<file path="config.mk">
export PLATFORM = sky130hd
export DESIGN_NAME = jk_counter_bank
export DESIGN_NICKNAME = d
export VERILOG_FILES = /design/src/rtl/jk_counter_bank_pkg.sv /design/src/rtl/jk_counter_bank_cell.sv /design/src/rtl/jk_counter_bank.sv
export SDC_FILE = /design/constraint.sdc
export NUM_CORES = 1
export LEC_CHECK = 0
export CORE_MARGIN = 5
export CORE_UTILIZATION = 45
export DETAILED_ROUTE_END_ITERATION = 10
export PLACE_DENSITY = 0.78
export SLEW_MARGIN = 20
export SYNTH_ARGS = -nofsm -noshare
export SYNTH_HDL_FRONTEND = slang
export SYNTH_SLANG_ARGS = --single-unit
</file>
<file path="constraint.sdc">
create_clock -name clk -period 2.2 [get_ports clk]
set_clock_uncertainty 0.05 [all_clocks]
set_input_delay 0.33 -clock clk [delete_from_list [all_inputs] [get_ports clk]]
set_output_delay 0.33 -clock clk [all_outputs]
set_load 0.02 [all_outputs]
</file>
<file path="src/rtl/jk_counter_bank_pkg.sv">
// jk_counter_bank_pkg: shared mode encoding and default bank width.
package jk_counter_bank_pkg;

  typedef enum logic [1:0] {
    MODE_JK   = 2'd0,
    MODE_UP   = 2'd1,
    MODE_DOWN = 2'd2,
    MODE_HOLD = 2'd3
  } mode_e;

  localparam int WIDTH_DEFAULT = 8;

endpackage

</file>
<file path="src/rtl/jk_counter_bank_cell.sv">
// jk_cell: one falling-edge JK flip-flop with async active-low reset and
// synchronous set / clear / invert (set and clear together invert the cell).
module jk_cell (
  input  logic clk,
  input  logic reset_n,
  input  logic i_set,
  input  logic i_clr,
  input  logic i_j,
  input  logic i_k,
  output logic o_q
);

  logic r_q;

  // Cell state: reset, then set/clr/invert overrides, then JK behaviour.
  always_ff @(negedge clk or negedge reset_n) begin
    if (!reset_n) begin
      r_q <= 1'b0;
    end else if (i_set && i_clr) begin
      r_q <= ~r_q;
    end else if (i_clr) begin
      r_q <= 1'b0;
    end else if (i_set) begin
      r_q <= 1'b1;
    end else begin
      case ({i_j, i_k})
        2'b01:   r_q <= 1'b0;
        2'b10:   r_q <= 1'b1;
        2'b11:   r_q <= ~r_q;
        default: r_q <= r_q;
      endcase
    end
  end

  assign o_q = r_q;

endmodule

</file>
<file path="src/rtl/jk_counter_bank.sv">
// jk_counter_bank: WIDTH-bit bank of JK cells usable as independent JK
// flip-flops or as a synchronous up/down counter, with a registered
// terminal-count flag. All state changes on the falling edge of clk.
// Optional build macro: JK_COUNTER_BANK_SATURATE_EN (counter holds at the
// end of range instead of wrapping; tc flags every blocked step).
module jk_counter_bank
  import jk_counter_bank_pkg::*;
#(
  parameter int WIDTH = WIDTH_DEFAULT
) (
  input  logic             clk,
  input  logic             reset_n,
  input  logic             set,
  input  logic             clr,
  input  logic             en,
  input  logic [1:0]       mode,
  input  logic [WIDTH-1:0] j,
  input  logic [WIDTH-1:0] k,
  output logic [WIDTH-1:0] q,
  output logic             tc
);

  mode_e            w_mode;
  logic [WIDTH-1:0] w_q;
  logic [WIDTH-1:0] w_j;
  logic [WIDTH-1:0] w_k;
  logic [WIDTH:0]   w_all1;   // w_all1[i]: bits below i are all ones
  logic [WIDTH:0]   w_all0;   // w_all0[i]: bits below i are all zeros
  logic             w_at_max;
  logic             w_at_min;
  logic             w_up_block;
  logic             w_dn_block;
  logic             r_tc;

  assign w_mode = mode_e'(mode);

  assign w_all1[0] = 1'b1;
  assign w_all0[0] = 1'b1;

  genvar g;
  generate
    for (g = 0; g < WIDTH; g++) begin : g_cell
      assign w_all1[g+1] = w_all1[g] & w_q[g];
      assign w_all0[g+1] = w_all0[g] & ~w_q[g];

      jk_cell u_cell (
        .clk     (clk),
        .reset_n (reset_n),
        .i_set   (set),
        .i_clr   (clr),
        .i_j     (w_j[g]),
        .i_k     (w_k[g]),
        .o_q     (w_q[g])
      );
    end
  endgenerate

  assign w_at_max = w_all1[WIDTH];
  assign w_at_min = w_all0[WIDTH];

`ifdef JK_COUNTER_BANK_SATURATE_EN
  assign w_up_block = w_at_max;
  assign w_dn_block = w_at_min;
`else
  assign w_up_block = 1'b0;
  assign w_dn_block = 1'b0;
`endif

  // Per-cell J/K: direct inputs in JK mode, lower-bit toggle chain when counting.
  always_comb begin
    w_j = '0;
    w_k = '0;
    if (en) begin
      case (w_mode)
        MODE_JK: begin
          w_j = j;
          w_k = k;
        end
        MODE_UP: begin
          if (!w_up_block) begin
            w_j = w_all1[WIDTH-1:0];
            w_k = w_all1[WIDTH-1:0];
          end
        end
        MODE_DOWN: begin
          if (!w_dn_block) begin
            w_j = w_all0[WIDTH-1:0];
            w_k = w_all0[WIDTH-1:0];
          end
        end
        default: begin
          w_j = '0;
          w_k = '0;
        end
      endcase
    end
  end

  // Terminal count: flags a step taken from the end of the counting range
  // (a wrap, or a blocked step in the saturating build); holds when idle.
  always_ff @(negedge clk or negedge reset_n) begin
    if (!reset_n) begin
      r_tc <= 1'b0;
    end else if (set || clr) begin
      r_tc <= 1'b0;
    end else if (en) begin
      case (w_mode)
        MODE_JK:   r_tc <= 1'b0;
        MODE_UP:   r_tc <= w_at_max;
        MODE_DOWN: r_tc <= w_at_min;
        default:   r_tc <= r_tc;
      endcase
    end
  end

  assign q  = w_q;
  assign tc = r_tc;

endmodule

</file>
======== After elaboration in Yosys (flattened, before gate mapping) ========
Index checks and enable logic that the tools add are counted.
storage, ports and cells
  output and inout bits ................... 9
  flip-flop bits (word level) ............. 9
  word-level logic and storage cells ...... 110
operators by class
  eq/ne operators ......................... 26
  mux-type cells .......................... 39
  bitwise operators ....................... 22
  reduce and logical (&&, ||, !) cells .... 14
operator list
  operator            count
  $pmux 8 s3          2
  $reduce_bool 6->1   8
  $eq 2x2->1 const B  17
  $pmux 1 s3          9
  $mux 1              26
  $eq 2x1->1 const B  9
  $mux 8              2
  $and 1x1->1         14
  $not 1->1           8
  $reduce_bool 4->1   1
  $logic_not 2->1     1
  $reduce_and 2->1    1
  $reduce_bool 2->1   1
  $logic_and 1x1->1   1
  $logic_or 1x1->1    1

======== Longest topological paths before layout ========
  depth after elaboration ................. 14
  mapped depth ............................ 11
  gate-level depth less buffers ........... 9

======== By module ========
From an unflattened synthesis, not the netlist that was laid out.
unflattened totals
  cells, all modules ...................... 149
  area total of the unflattened synthesis .. 1,226.2 sq um
by module, submodules not included
  module           area an instance (sq um)  sequential area each (sq um)  cells each  instances
  jk_cell          101.3                     25.0                          10          8
  jk_counter_bank  415.4                     25.0                          69          1

==> impl_summary.md <==
Flow run
The number of violations of the max-capacitance limit is 0.

Drt
After detailed routing, the average wire length per cell comes to approximately 19 um. Wires add up to between 4000 and 5000 um. The detailed-route vias per instance is 6.111. In the final routing, the length of wire on met1 measures 1564 um. The number of violations reported at the end of detailed-routing iteration 0 is 56. The overall via count from detail_route is ~1300. The detailed-routing iteration count for the pre-antenna-repair pass is 4. The total met2 wirelength after detailed routing is just over 2000 um. The met3 wire length is 364 um. The residual antenna-violating net count after detailed routing is 0. The DRC violation count after routing is 0. The uppermost metal layer occupied by signal nets is met4.

Critical path
The most critical setup path has its startpoint at en. STA classifies the critical path endpoint as a flop. Walking the worst path, the cells encountered are dlygate4sd2_1 > nor2b_4 > nand2b_4 > ha_4 > mux2_4 > o221ai_2 > a22oi_1. The required arrival time at the worst endpoint is 1.17 ns.

In this run the worst path has a maximum fanout of 3. The path type of the worst setup path is in2reg. The arrival time of data at the critical path endpoint is 1.78 ns.

On the worst path, the slowest cell contributes a delay of ~0.3 ns. STA classifies the critical path startpoint as an input port. The capture instance of the worst register-to-register path is g_cell[4].u_cell.o_q. The worst reg2reg path startpoint is g_cell[1].u_cell.o_q.

The slowest cell on the critical path is sky130_fd_sc_hd__dlygate4sd2_1. The worst register-to-register path has a setup slack of between 0.2 and 0.3 ns. Measured in cells, the most critical reg-to-reg path has a length of 8.

Hold path
The worst hold path terminates at g_cell[2].u_cell.o_q. The worst hold path begins at g_cell[2].u_cell.o_q. The worst min-delay path class is reg2reg. The number of cells traversed by the worst hold path is 2.

Layout
The net count of the finished layout is 218. The antenna diode instance count is 0. The post-route netlist has ~46% of its cells at a drive strength greater than 1. The layout-stage area growth over the synthesis result is 80.15%.

Die
The number of placed I/O pins is 32. The floorplan step defined a core boundary enclosing approximately 2200 um2. The die extent in y is 57.34 um.

The die covers 3288 um2. The initial utilization of the core area, before any placement, comes to 46.48%. The floorplan die width is 57.34 um. The row count is 17.

Timing
The final count of hold timing violations is 0. The worst pin sits at a relative slew slack of between 70% and 80%. The worst hold slack is ~0.62 ns. The number of pins with negative max-slew slack in the final report was 0. Setup repair after global routing could not meet its margin everywhere. In the final timing run, aggregate negative setup slack is -5.013 ns. The final worst slack is -0.6135 ns. At the pin with the least slew margin, the transition time is 0.3567 ns.

Setup violations remaining at the end of the flow were counted as 18.

Power and ir drop
The peak supply drop is between 0.4 and 0.5 mV. In this run the power density over the cells is ~450 nW/um2. Summed over all cells, the static leakage comes to slightly below 0.8 nW. The total power draw is roughly 0.00083 W.

Synth
The number of library cell types mapped by synthesis is 42. The share of the synthesized netlist area taken by xor and xnor gates is 0%. The flip-flop cell with the highest count after synthesis is sky130_fd_sc_hd__dfrtn_1. The number of nets in the synthesized netlist is 159. Counting every instance in the synthesized netlist gives 130. The number of enable-type register cells in the synthesized netlist is 0. The synthesized netlist devotes 31.51% of its cell area to compound gates. The mean area per synthesized cell is between 7 and 8 um2. Summing every instance area after synthesis gives 1008 um2. The sequential-to-total area share from yosys stat is 22.33%. The share of synthesized area spent on multiplexers is between 2 and 2.5%. Summing the areas of all and, or, nand and nor instances in the mapped netlist gives 24.81% of the synthesized area. In this run, synthesis produced a sequential element count of 9. After Yosys synthesis, full adders, half adders and majority gates account for about 7.4% of the synthesized area. The combinational family with the most area after synthesis is compound AO/OA/AOI/OAI gates. The post-synthesis async set-or-reset flop share is between 90% and 100%. Yosys printed 0 warnings.

GRT
The total global routing track utilization is a little under a quarter. The initial antenna violation count was 0. The via count of the first global-routing pass is 1348.

Entering global routing, the biggest net connects 11 pins. The first-pass GRT wire length is 6203 um. The overflow left after global routing is 0.

Clock tree
After clock tree synthesis, the flow added hold-fix buffers numbering 0. The CTS tree is yes. CTS placed an instance of sky130_fd_sc_hd__clkbuf_4 at the clock tree root. The depth of the CTS H-tree is 1. The number of clock buffers added by TritonCTS is 3.

The clock network latency to the later pin of the worst-skew pair is about 0.28 ns. The clock net in this run drives a total of 9 sinks. The clock tree buffer depth is 2. Clock-pin slew was measured on the worst setup and hold paths at 0.05 ns.

Status
The final reports fail on negative setup slack. The flow ran to the end, but the final reports show violations.

Placed design
At the end of routability-driven placement, the weighted congestion stood at slightly above 0.9. The total of buffers placed on input and output ports is 31. Detailed placement ended at an HPWL of ~2500 um.
==> worst max-delay path by stage <==
| stage | cells past startpoint | slack (ns) | end |
|---|---|---|---|
| after detailed placement | 9 | -1.48 | g_cell[0].u_cell.o_q |
| after CTS | 10 | -0.65 | g_cell[0].u_cell.o_q |
| after global placement | 9 | -1.38 | g_cell[0].u_cell.o_q |
| after global routing | 7 | -0.64 | g_cell[0].u_cell.o_q |
| final | 7 | -0.61 | g_cell[0].u_cell.o_q |
| after floorplan | 10 | -0.93 | g_cell[0].u_cell.o_q |
==> final cells by class <==
type	count	area, um2
clock buffers	4	26.28
flip-flops and latches	9	225.2
multi-input cells	100	840.8
repair buffers	70	650.6
fillers	119	352.8
well taps	28	35.03
inverters	5	38.79
==> critical path, delay by kind of cell <==
kind                       cells  cell delay (ns)
AOI/OAI and AO/OA              2             0.30
adders and majority gates      1             0.27
buffers and inverters          1             0.30
muxes                          1             0.29
and+or+nand+nor                2             0.30
==> cell usage after synthesis (all sizes together) (3+ instances only) <==
cell type	instances	area share, %
nand2	16	6.0
a21oi	11	5.8
dfrtn	9	22
buf	11	8.1
inv	5	1.9
a22oi	3	2.2
a211oi	3	2.2
nor2	9	3.3
o21ai	9	4.5
ha	6	7.4
clkbuf	5	1.9
a31oi	4	2.5
nand3	4	2.0
==> flip-flops by register name, indices dropped and copies added (netlist names) <==
signal	flops
g_cell.u_cell.o_q	8
tc	1
==> layout by cell type (no fill, tap or decap), types with 2 or more instances in the layout <==
cell type and n:
sky130_fd_sc_hd__a211o_1 2, sky130_fd_sc_hd__a211oi_2 2, sky130_fd_sc_hd__a21oi_1 6, sky130_fd_sc_hd__a21oi_2 4
sky130_fd_sc_hd__a221o_1 2, sky130_fd_sc_hd__a22oi_1 2, sky130_fd_sc_hd__a31oi_1 3, sky130_fd_sc_hd__and2_1 2
sky130_fd_sc_hd__and3_1 2, sky130_fd_sc_hd__buf_12 2, sky130_fd_sc_hd__buf_4 36, sky130_fd_sc_hd__buf_6 12
sky130_fd_sc_hd__clkbuf_4 3, sky130_fd_sc_hd__clkdlybuf4s50_1 15, sky130_fd_sc_hd__dfrtn_1 9, sky130_fd_sc_hd__dlygate4sd2_1 2
sky130_fd_sc_hd__dlymetal6s2s_1 3, sky130_fd_sc_hd__ha_1 2, sky130_fd_sc_hd__ha_4 3, sky130_fd_sc_hd__inv_1 3
sky130_fd_sc_hd__nand2_1 16, sky130_fd_sc_hd__nand2b_4 2, sky130_fd_sc_hd__nand3_1 3, sky130_fd_sc_hd__nor2_1 4
sky130_fd_sc_hd__nor2_2 3, sky130_fd_sc_hd__nor2_4 2, sky130_fd_sc_hd__o21ai_0 7, sky130_fd_sc_hd__o21ai_1 2
sky130_fd_sc_hd__o22ai_1 2
==> stage by stage <==
stage / setup slack (ns) / util [%] / cell area [um2] / cells
6_report: -0.6135 / 83.74 / 1817 / 216
2_1_floorplan: -0.9273 / - / 1115 / 130
4_1_cts: -0.6542 / 79.07 / 1715 / 211
3_5_place_dp: -1.477 / 71.63 / 1554 / 202
3_3_place_gp: -1.379 / 71.63 / 1554 / 202
5_1_grt: -0.6394 / 83.74 / 1817 / 216
==> repair_timing <==
action | 4_1_cts | 5_1_grt
pin swaps | 7 | 13
endpoints found under the setup margin | 18 | 18
gates resized for setup | 88 | 18
buffers inserted | 6 | 6
==> routing by layer <==
| layer | up-vias | track usage [%] |
|---|---|---|
| met4 | 0 | 6.291 |
| met2 | 72 | 41.29 |
| li1 | 595 | - |
| met5 | - | 0 |
| met3 | 16 | 8.145 |
| met1 | 637 | 27.92 |
==> cells by family (layout without fill, tap and decap cells) <==
| group | count (synthesis) | count (layout) |
|---|---|---|
| simple gates | 45 | 45 |
| buf+inv | 21 | 79 |
| fa+ha+maj | 6 | 6 |
| flops | 9 | 9 |
| mux | 2 | 2 |
| compound gates | 47 | 47 |
==> where the power goes <==
part	internal, W	leakage [nW]	total (W)	switching, W
Combinational	0.000242	0.662	0.000476	0.000234
Sequential	0.000191	0.110	0.000207	0.0000164
Clock	0.0000704	0.0150	0.000142	0.0000712
Power figures use the tool's default switching activity.
